===== src/rtl/cla_pkg.sv =====
`default_nettype none
// ============================================================================
//  Module   : cla_pkg
//  Purpose  : Shared sizing helpers and per-stage control record for the
//             pipelined carry-lookahead adder/subtractor.
//  Revision : 1.0  initial release
// ============================================================================
package cla_pkg;

   // Control part of the per-stage transaction record. Partial sum and the
   // skewed operand bits live beside it, sized per stage.
   typedef struct packed {
      logic valid;
      logic carry;
   } cla_ctl_t;

   function automatic int slice_width(input int width, input int stages);
      return width / stages;
   endfunction

   function automatic int group_count(input int slice_w, input int block);
      return slice_w / block;
   endfunction

endpackage
`default_nettype wire


===== src/rtl/cla_slice.sv =====
`default_nettype none
// ============================================================================
//  Module   : cla_slice
//  Purpose  : Combinational BLOCK-grouped carry-lookahead adder for one slice.
//  Revision : 1.0  initial release
// ============================================================================
module cla_slice
   import cla_pkg::*;
#(
   parameter int W     = 16,
   parameter int BLOCK = 4
) (
   input  logic [W-1:0] a,
   input  logic [W-1:0] b,
   input  logic         ci,
   output logic [W-1:0] s,
   output logic         co,
   output logic         c_msb
);
   localparam int NG = group_count(W, BLOCK);

   logic [W-1:0]  w_g;
   logic [W-1:0]  w_p;
   logic [NG-1:0] w_gg;
   logic [NG-1:0] w_gp;
   logic [NG:0]   w_cg;
   logic [W:0]    w_c;

   assign w_g = a & b;
   assign w_p = a ^ b;

   always_comb begin
      w_gg = '0;
      w_gp = '1;
      for (int j = 0; j < NG; j++) begin
         for (int i = 0; i < BLOCK; i++) begin
            w_gg[j] = w_g[j*BLOCK+i] | (w_p[j*BLOCK+i] & w_gg[j]);
            w_gp[j] = w_gp[j] & w_p[j*BLOCK+i];
         end
      end
   end

   // Group-level lookahead: each group carry depends only on group G/P terms.
   always_comb begin
      w_cg[0] = ci;
      for (int j = 0; j < NG; j++) begin
         w_cg[j+1] = w_gg[j] | (w_gp[j] & w_cg[j]);
      end
   end

   always_comb begin
      w_c = '0;
      for (int j = 0; j < NG; j++) begin
         w_c[j*BLOCK] = w_cg[j];
         for (int i = 1; i < BLOCK; i++) begin
            w_c[j*BLOCK+i] = w_g[j*BLOCK+i-1] | (w_p[j*BLOCK+i-1] & w_c[j*BLOCK+i-1]);
         end
      end
      w_c[W] = w_cg[NG];
   end

   assign s     = w_p ^ w_c[W-1:0];
   assign co    = w_c[W];
   assign c_msb = w_c[W-1];

endmodule
`default_nettype wire


===== src/rtl/cla_pipe_addsub.sv =====
`default_nettype none
// ============================================================================
//  Module   : cla_pipe_addsub
//  Purpose  : Pipelined CLA adder/subtractor with valid/ready handshakes.
//             Define CLA_PIPE_SAT_EN to clamp overflowing sums to signed limits.
//  Revision : 1.0  initial release
// ============================================================================
module cla_pipe_addsub
   import cla_pkg::*;
#(
   parameter int WIDTH  = 32,
   parameter int STAGES = 2,
   parameter int BLOCK  = 4
) (
   input  logic             clk,
   input  logic             rst,
   input  logic             in_valid,
   output logic             in_ready,
   input  logic [WIDTH-1:0] a,
   input  logic [WIDTH-1:0] b,
   input  logic             cin,
   input  logic             sub,
   output logic             out_valid,
   input  logic             out_ready,
   output logic [WIDTH-1:0] sum,
   output logic             cout,
   output logic             of
);
   localparam int SW = slice_width(WIDTH, STAGES);
`ifdef CLA_PIPE_SAT_EN
   localparam bit c_sat_en = 1'b1;
`else
   localparam bit c_sat_en = 1'b0;
`endif

   logic w_stall;
   logic w_accept;

   assign w_stall  = out_valid & ~out_ready;
   assign in_ready = ~w_stall;
   assign w_accept = in_valid & in_ready;

   for (genvar k = 0; k < STAGES; k++) begin : g_stage
      localparam int REM = WIDTH - k*SW;   // operand bits not yet consumed

      logic [REM-1:0]        w_ua;
      logic [REM-1:0]        w_ub;
      cla_ctl_t              w_ctl;
      logic [SW-1:0]         w_s;
      logic                  w_co;
      logic                  w_cm;
      logic [(k+1)*SW-1:0]   w_sum;
      logic [(k+1)*SW-1:0]   w_next;
      cla_ctl_t              r_ctl;
      logic [(k+1)*SW-1:0]   r_s;

      if (k == 0) begin : g_head
         assign w_ua  = a;
         assign w_ub  = b ^ {WIDTH{sub}};
         assign w_ctl = '{valid: w_accept, carry: cin ^ sub};
         assign w_sum = w_s;
      end else begin : g_tail
         assign w_ua  = g_stage[k-1].g_skew.r_ua;
         assign w_ub  = g_stage[k-1].g_skew.r_ub;
         assign w_ctl = g_stage[k-1].r_ctl;
         assign w_sum = {w_s, g_stage[k-1].r_s};
      end

      cla_slice #(.W(SW), .BLOCK(BLOCK)) u_slice (
         .a     (w_ua[SW-1:0]),
         .b     (w_ub[SW-1:0]),
         .ci    (w_ctl.carry),
         .s     (w_s),
         .co    (w_co),
         .c_msb (w_cm)
      );

      if (k == STAGES-1) begin : g_out
         logic             w_of;
         logic [WIDTH-1:0] w_res;
         logic             r_of;

         assign w_of = w_cm ^ w_co;

         // Clamp direction follows the sign of operand A (its MSB is still in w_ua).
         always_comb begin
            w_res = w_sum;
            if (c_sat_en && w_of) begin
               w_res = {w_ua[REM-1], {(WIDTH-1){~w_ua[REM-1]}}};
            end
         end
         assign w_next = w_res;

         always_ff @(posedge clk or posedge rst) begin
            if (rst) begin
               r_of <= 1'b0;
            end else if (!w_stall && w_ctl.valid) begin
               r_of <= w_of;
            end
         end
      end else begin : g_skew
         logic [REM-SW-1:0] r_ua;
         logic [REM-SW-1:0] r_ub;

         assign w_next = w_sum;

         always_ff @(posedge clk or posedge rst) begin
            if (rst) begin
               r_ua <= '0;
               r_ub <= '0;
            end else if (!w_stall && w_ctl.valid) begin
               r_ua <= w_ua[REM-1:SW];
               r_ub <= w_ub[REM-1:SW];
            end
         end
      end

      // Bubbles advance; data fields only update on a valid transaction.
      always_ff @(posedge clk or posedge rst) begin
         if (rst) begin
            r_ctl <= '0;
            r_s   <= '0;
         end else if (!w_stall) begin
            r_ctl.valid <= w_ctl.valid;
            if (w_ctl.valid) begin
               r_ctl.carry <= w_co;
               r_s         <= w_next;
            end
         end
      end
   end

   assign out_valid = g_stage[STAGES-1].r_ctl.valid;
   assign cout      = g_stage[STAGES-1].r_ctl.carry;
   assign sum       = g_stage[STAGES-1].r_s;
   assign of        = g_stage[STAGES-1].g_out.r_of;

endmodule
`default_nettype wire

===== config.mk =====
export PLATFORM = sky130hd
export DESIGN_NAME = cla_pipe_addsub
export DESIGN_NICKNAME = d
export VERILOG_FILES = /design/src/rtl/cla_pkg.sv /design/src/rtl/cla_slice.sv /design/src/rtl/cla_pipe_addsub.sv
export SDC_FILE = /design/constraint.sdc
export NUM_CORES = 1
export LEC_CHECK = 0
export ABC_AREA = 1
export CELL_PAD_IN_SITES_DETAIL_PLACEMENT = 0
export CELL_PAD_IN_SITES_GLOBAL_PLACEMENT = 1
export CORE_MARGIN = 5
export CORE_UTILIZATION = 38
export CTS_CLUSTER_SIZE = 25
export DETAILED_ROUTE_END_ITERATION = 16
export PLACE_DENSITY_LB_ADDON = 0.1
export RECOVER_POWER = 50
export SLEW_MARGIN = 20
export SYNTH_ARGS = -nofsm -noshare
export SYNTH_HDL_FRONTEND = slang
export SYNTH_SLANG_ARGS = --single-unit

===== constraint.sdc =====
create_clock -name clk -period 3.1 [get_ports clk]
set_input_delay 0.465 -clock clk [delete_from_list [all_inputs] [get_ports clk]]
set_output_delay 0.465 -clock clk [all_outputs]
set_load 0.02 [all_outputs]

==> flow_summary_export.csv <==
group,metric,value,unit
run_status,status,"complete, but fails checks",
run_status,violations,"max-capacitance violations, max-slew violations",
clock_tree,clk_latency,0.34,ns
placement,placed_cells,817,
setup_path,critical_path_required,3.31,ns
yosys,ys_top_cells_by_count,"nand2_1 (205), dfrtp_1 (85), o21ai_1 (38)",
yosys,ys_seq_area_share,43.8,%
timing,final-setup-viol-count,0,
clock_tree,cts-root-buf,"clkbuf_16",
min_path,min_from,"g_stage[0].r_ctl[1]$_DFFE_PP0N_",
timing,tightest_slew,1.67,ns
timing,max_freq,339,MHz
yosys,synth_fp_nets,662,
setup_path,ff2ff_setup_slack,0.18,ns
min_path,hp-class,"reg -> reg",
power_and_ir_drop,cellPowerDensity,689,mW/mm^2
timing,finClkSkew,0.00586,ns
routing,wl,10.6,mm
routing,wl_per_cell,12.7,microns
placement,port_buffers,105,
final_layout,antenna-diode-count,0,
yosys,netlist.top_cell.by_area,"dfrtp_1",
routing,antenna_left,0,
setup_path,crit_arrival,3.17,ns
yosys,synth_most_common_cell,"nand2_1",
clock_tree,cts_buffer_depth,2,
yosys,synth-edff-count,0,
floorplan,initial_core_util,38.6,%
floorplan,die_w,123,microns
global_routing,antenna_found_initial,0,
final_layout,drive_gt1_share,13.9,%
timing,hold_violations,0,
timing,post-route-min-period,2.95,ns
timing,fin_setup_tns,0,ns
floorplan,die_area,0.0151,sq mm
floorplan,die_height,123,microns
timing,rsz0062_at_grt,"no",
yosys,synth.top_cell.area_share,43.8,%
yosys,async_flop_share,100,%
clock_tree,clk_pin_slew,0.06,ns
timing,post-route-period-util,95.2,%
min_path,holdPathStages,2,
placement,gp_congestion,0.807,
clock_tree,cts_max_level,3,
setup_path,crit_type,"in -> reg",
floorplan,num_io_pins,106,
final_layout,nets,785,
power_and_ir_drop,p_leak,0.00324,uW
timing,drv_slew,39,
setup_path,reg2reg_depth,14,
routing,via_per_inst,4.45,
floorplan,coreArea,0.0126,sq mm
yosys,ys_top_cells_by_area,"dfrtp_1 (44%), nand2_1 (16%), fa_1 (9.9%)",
routing,drc_errors,0,
routing,first_pass_iters,5,
final_layout,multi_input_area,0.00254,sq mm
global_routing,overflow,0,
clock_tree,cts_buffers,9,
min_path,min_to,"out_valid$_DFFE_PP0N_",
yosys,synth_area_per_cell,9.05,sq um
routing,vias,3719,
yosys,netlist_area,0.00485,sq mm
yosys,synthFlopType,"dfrtp_1",
power_and_ir_drop,peakVddDrop,0.000271,V
setup_path,end_kind,"flop",
routing,drt-initial-drc-count,173,
yosys,synth_warnings,0,
placement,dp_hpwl,7.96,mm
final_layout,final_cells,836,
global_routing,grt_max_degree,49,
run,cap_violations,1,
clock_tree,cts.sinks,85,
yosys,synth.distinct_cells,23,
setup_path,rr_endpoint,"of$_DFFE_PP0P_",
global_routing,grt_util_all_layers,15.3,%
setup_path,worstSetupStartpointType,"input pin",
setup_path,rr_startpoint,"g_stage[0].g_skew.r_ua[3]$_DFFE_PP0P_",
final_layout,seqCellArea,0.00213,sq mm
global_routing,grt_pass1_vias,3968,
timing,slew_headroom,-12.0,%
final_layout,areaGrowthSynthToFinish,36.5,%
setup_path,path_max_fanout,2,
yosys,ys_ff_latch,85,
yosys,syn_inst,536,
clock_tree,cts_tree,"done",
final_layout,fill_cells,1215,
global_routing,grt_pass1_wl,18.3,mm
floorplan,rows,41,
==> power breakdown <==
group	internal, uW	switching (uW)	total (uW)
sequential	1440	210	1650
clock	726	438	1160
combinational	841	906	1750
total	3010	1550	4560
==> sequential cells by signal, indices dropped and copies added (netlist names) <==
signal	flops
out_valid	1
sum	32
g_stage.r_s	16
g_stage.g_skew.r_ub	16
g_stage.g_skew.r_ua	16
g_stage.r_ctl	2
cout	1
of	1
==> stage by stage <==
stage          setup WS (ns)  area [sq um]  total power [uW]  utilization (%)  hold slack [ns]
2_1_floorplan        -0.0805          4930              2680                -            0.442
5_1_grt              0.00183          6620              4920             52.7            0.496
3_3_place_gp          -0.502          6250              3400             49.8            0.451
4_1_cts               0.0177          6610              4630             52.6            0.470
6_report               0.147          6620              4560             52.7            0.468
3_5_place_dp          -0.534          6250              3440             49.8            0.456
==> timing repair <==
action / in CTS / in global routing
pin swaps: 12 / 5
hold buffers: 0 / 0
resized for setup: 13 / 9
setup endpoints to repair: 5 / 7
buffers inserted: 1 / 2
==> layout by cell type (no fill, tap or decap), drive strengths merged <==
cell type and n:
dlygate4sd3 2, o21bai 1, dlymetal6s2s 2, nand2 212, o21a 2, nor2 14, clkinvlp 2, o21ai 39
clkbuf 12, a21oi 14, bufinv 2, fa 24, a211oi 1, ha 32, clkinv 3, clkdlybuf4s50 94
inv 45, dlygate4sd2 5, xor2 8, xnor2 32, nand3 6, buf 27, dfrtp 85
==> per-layer routing <==
| metal | share of wire [%] | GRT usage (%) | vias up | wire, microns |
|---|---|---|---|---|
| li1 | - | - | 1906 | - |
| met2 | 48 | 26.1 | 81 | 5140 |
| met3 | 4.8 | 3.11 | 11 | 513 |
| met4 | 1.6 | 5.81 | 0 | 168 |
| met5 | 0 | 0 | - | 0 |
| met1 | 45 | 19.1 | 1721 | 4780 |
==> logic make-up (layout without fill, tap and decap cells) <==
logic type	count (synthesis)	in the layout	synth area share, %
fa+ha+maj	56	56	18.1
simple gates	232	232	18.8
flops	85	85	43.8
xor+xnor	40	40	7.22
compound gates	57	57	6.24
buf+inv	66	194	5.80
==> critical path, cell delays in order <==
cell and delay, ns:
clkdlybuf4s50_1 0.41, xor2_1 0.15, ha_1 0.30, inv_1 0.06
nor2_1 0.13, nand2_2 0.06, nand2_2 0.07, nand2_1 0.06
nand2_2 0.07, inv_2 0.04, fa_2 0.38, fa_2 0.37
fa_2 0.53, o21ai_1 0.06
==> worst max-delay path by stage <==
stage | startpoint | end | depth (start not counted)
2_1_floorplan | sub | g_stage[0].r_s[14]$_DFFE_PP0P_ | 17
3_3_place_gp | b[1] | g_stage[0].r_s[14]$_DFFE_PP0P_ | 19
3_5_place_dp | b[1] | g_stage[0].r_s[14]$_DFFE_PP0P_ | 17
4_1_cts | b[1] | g_stage[0].r_s[14]$_DFFE_PP0P_ | 19
5_1_grt | g_stage[0].g_skew.r_ua[6]$_DFFE_PP0P_ | sum[31]$_DFFE_PP0P_ | 12
6_report | b[7] | g_stage[0].r_s[14]$_DFFE_PP0P_ | 14
==> final cells by class <==
class | instances | area share, %
multi-input combinational | 385 | 38.3
sequential | 85 | 32.1
timing repair buffer | 132 | 18.8
clock buffer | 10 | 3.61
tap | 172 | 3.25
inverter | 46 | 2.63
clock inverter | 6 | 1.30
Note: power is estimated with default switching activity, not from simulation.
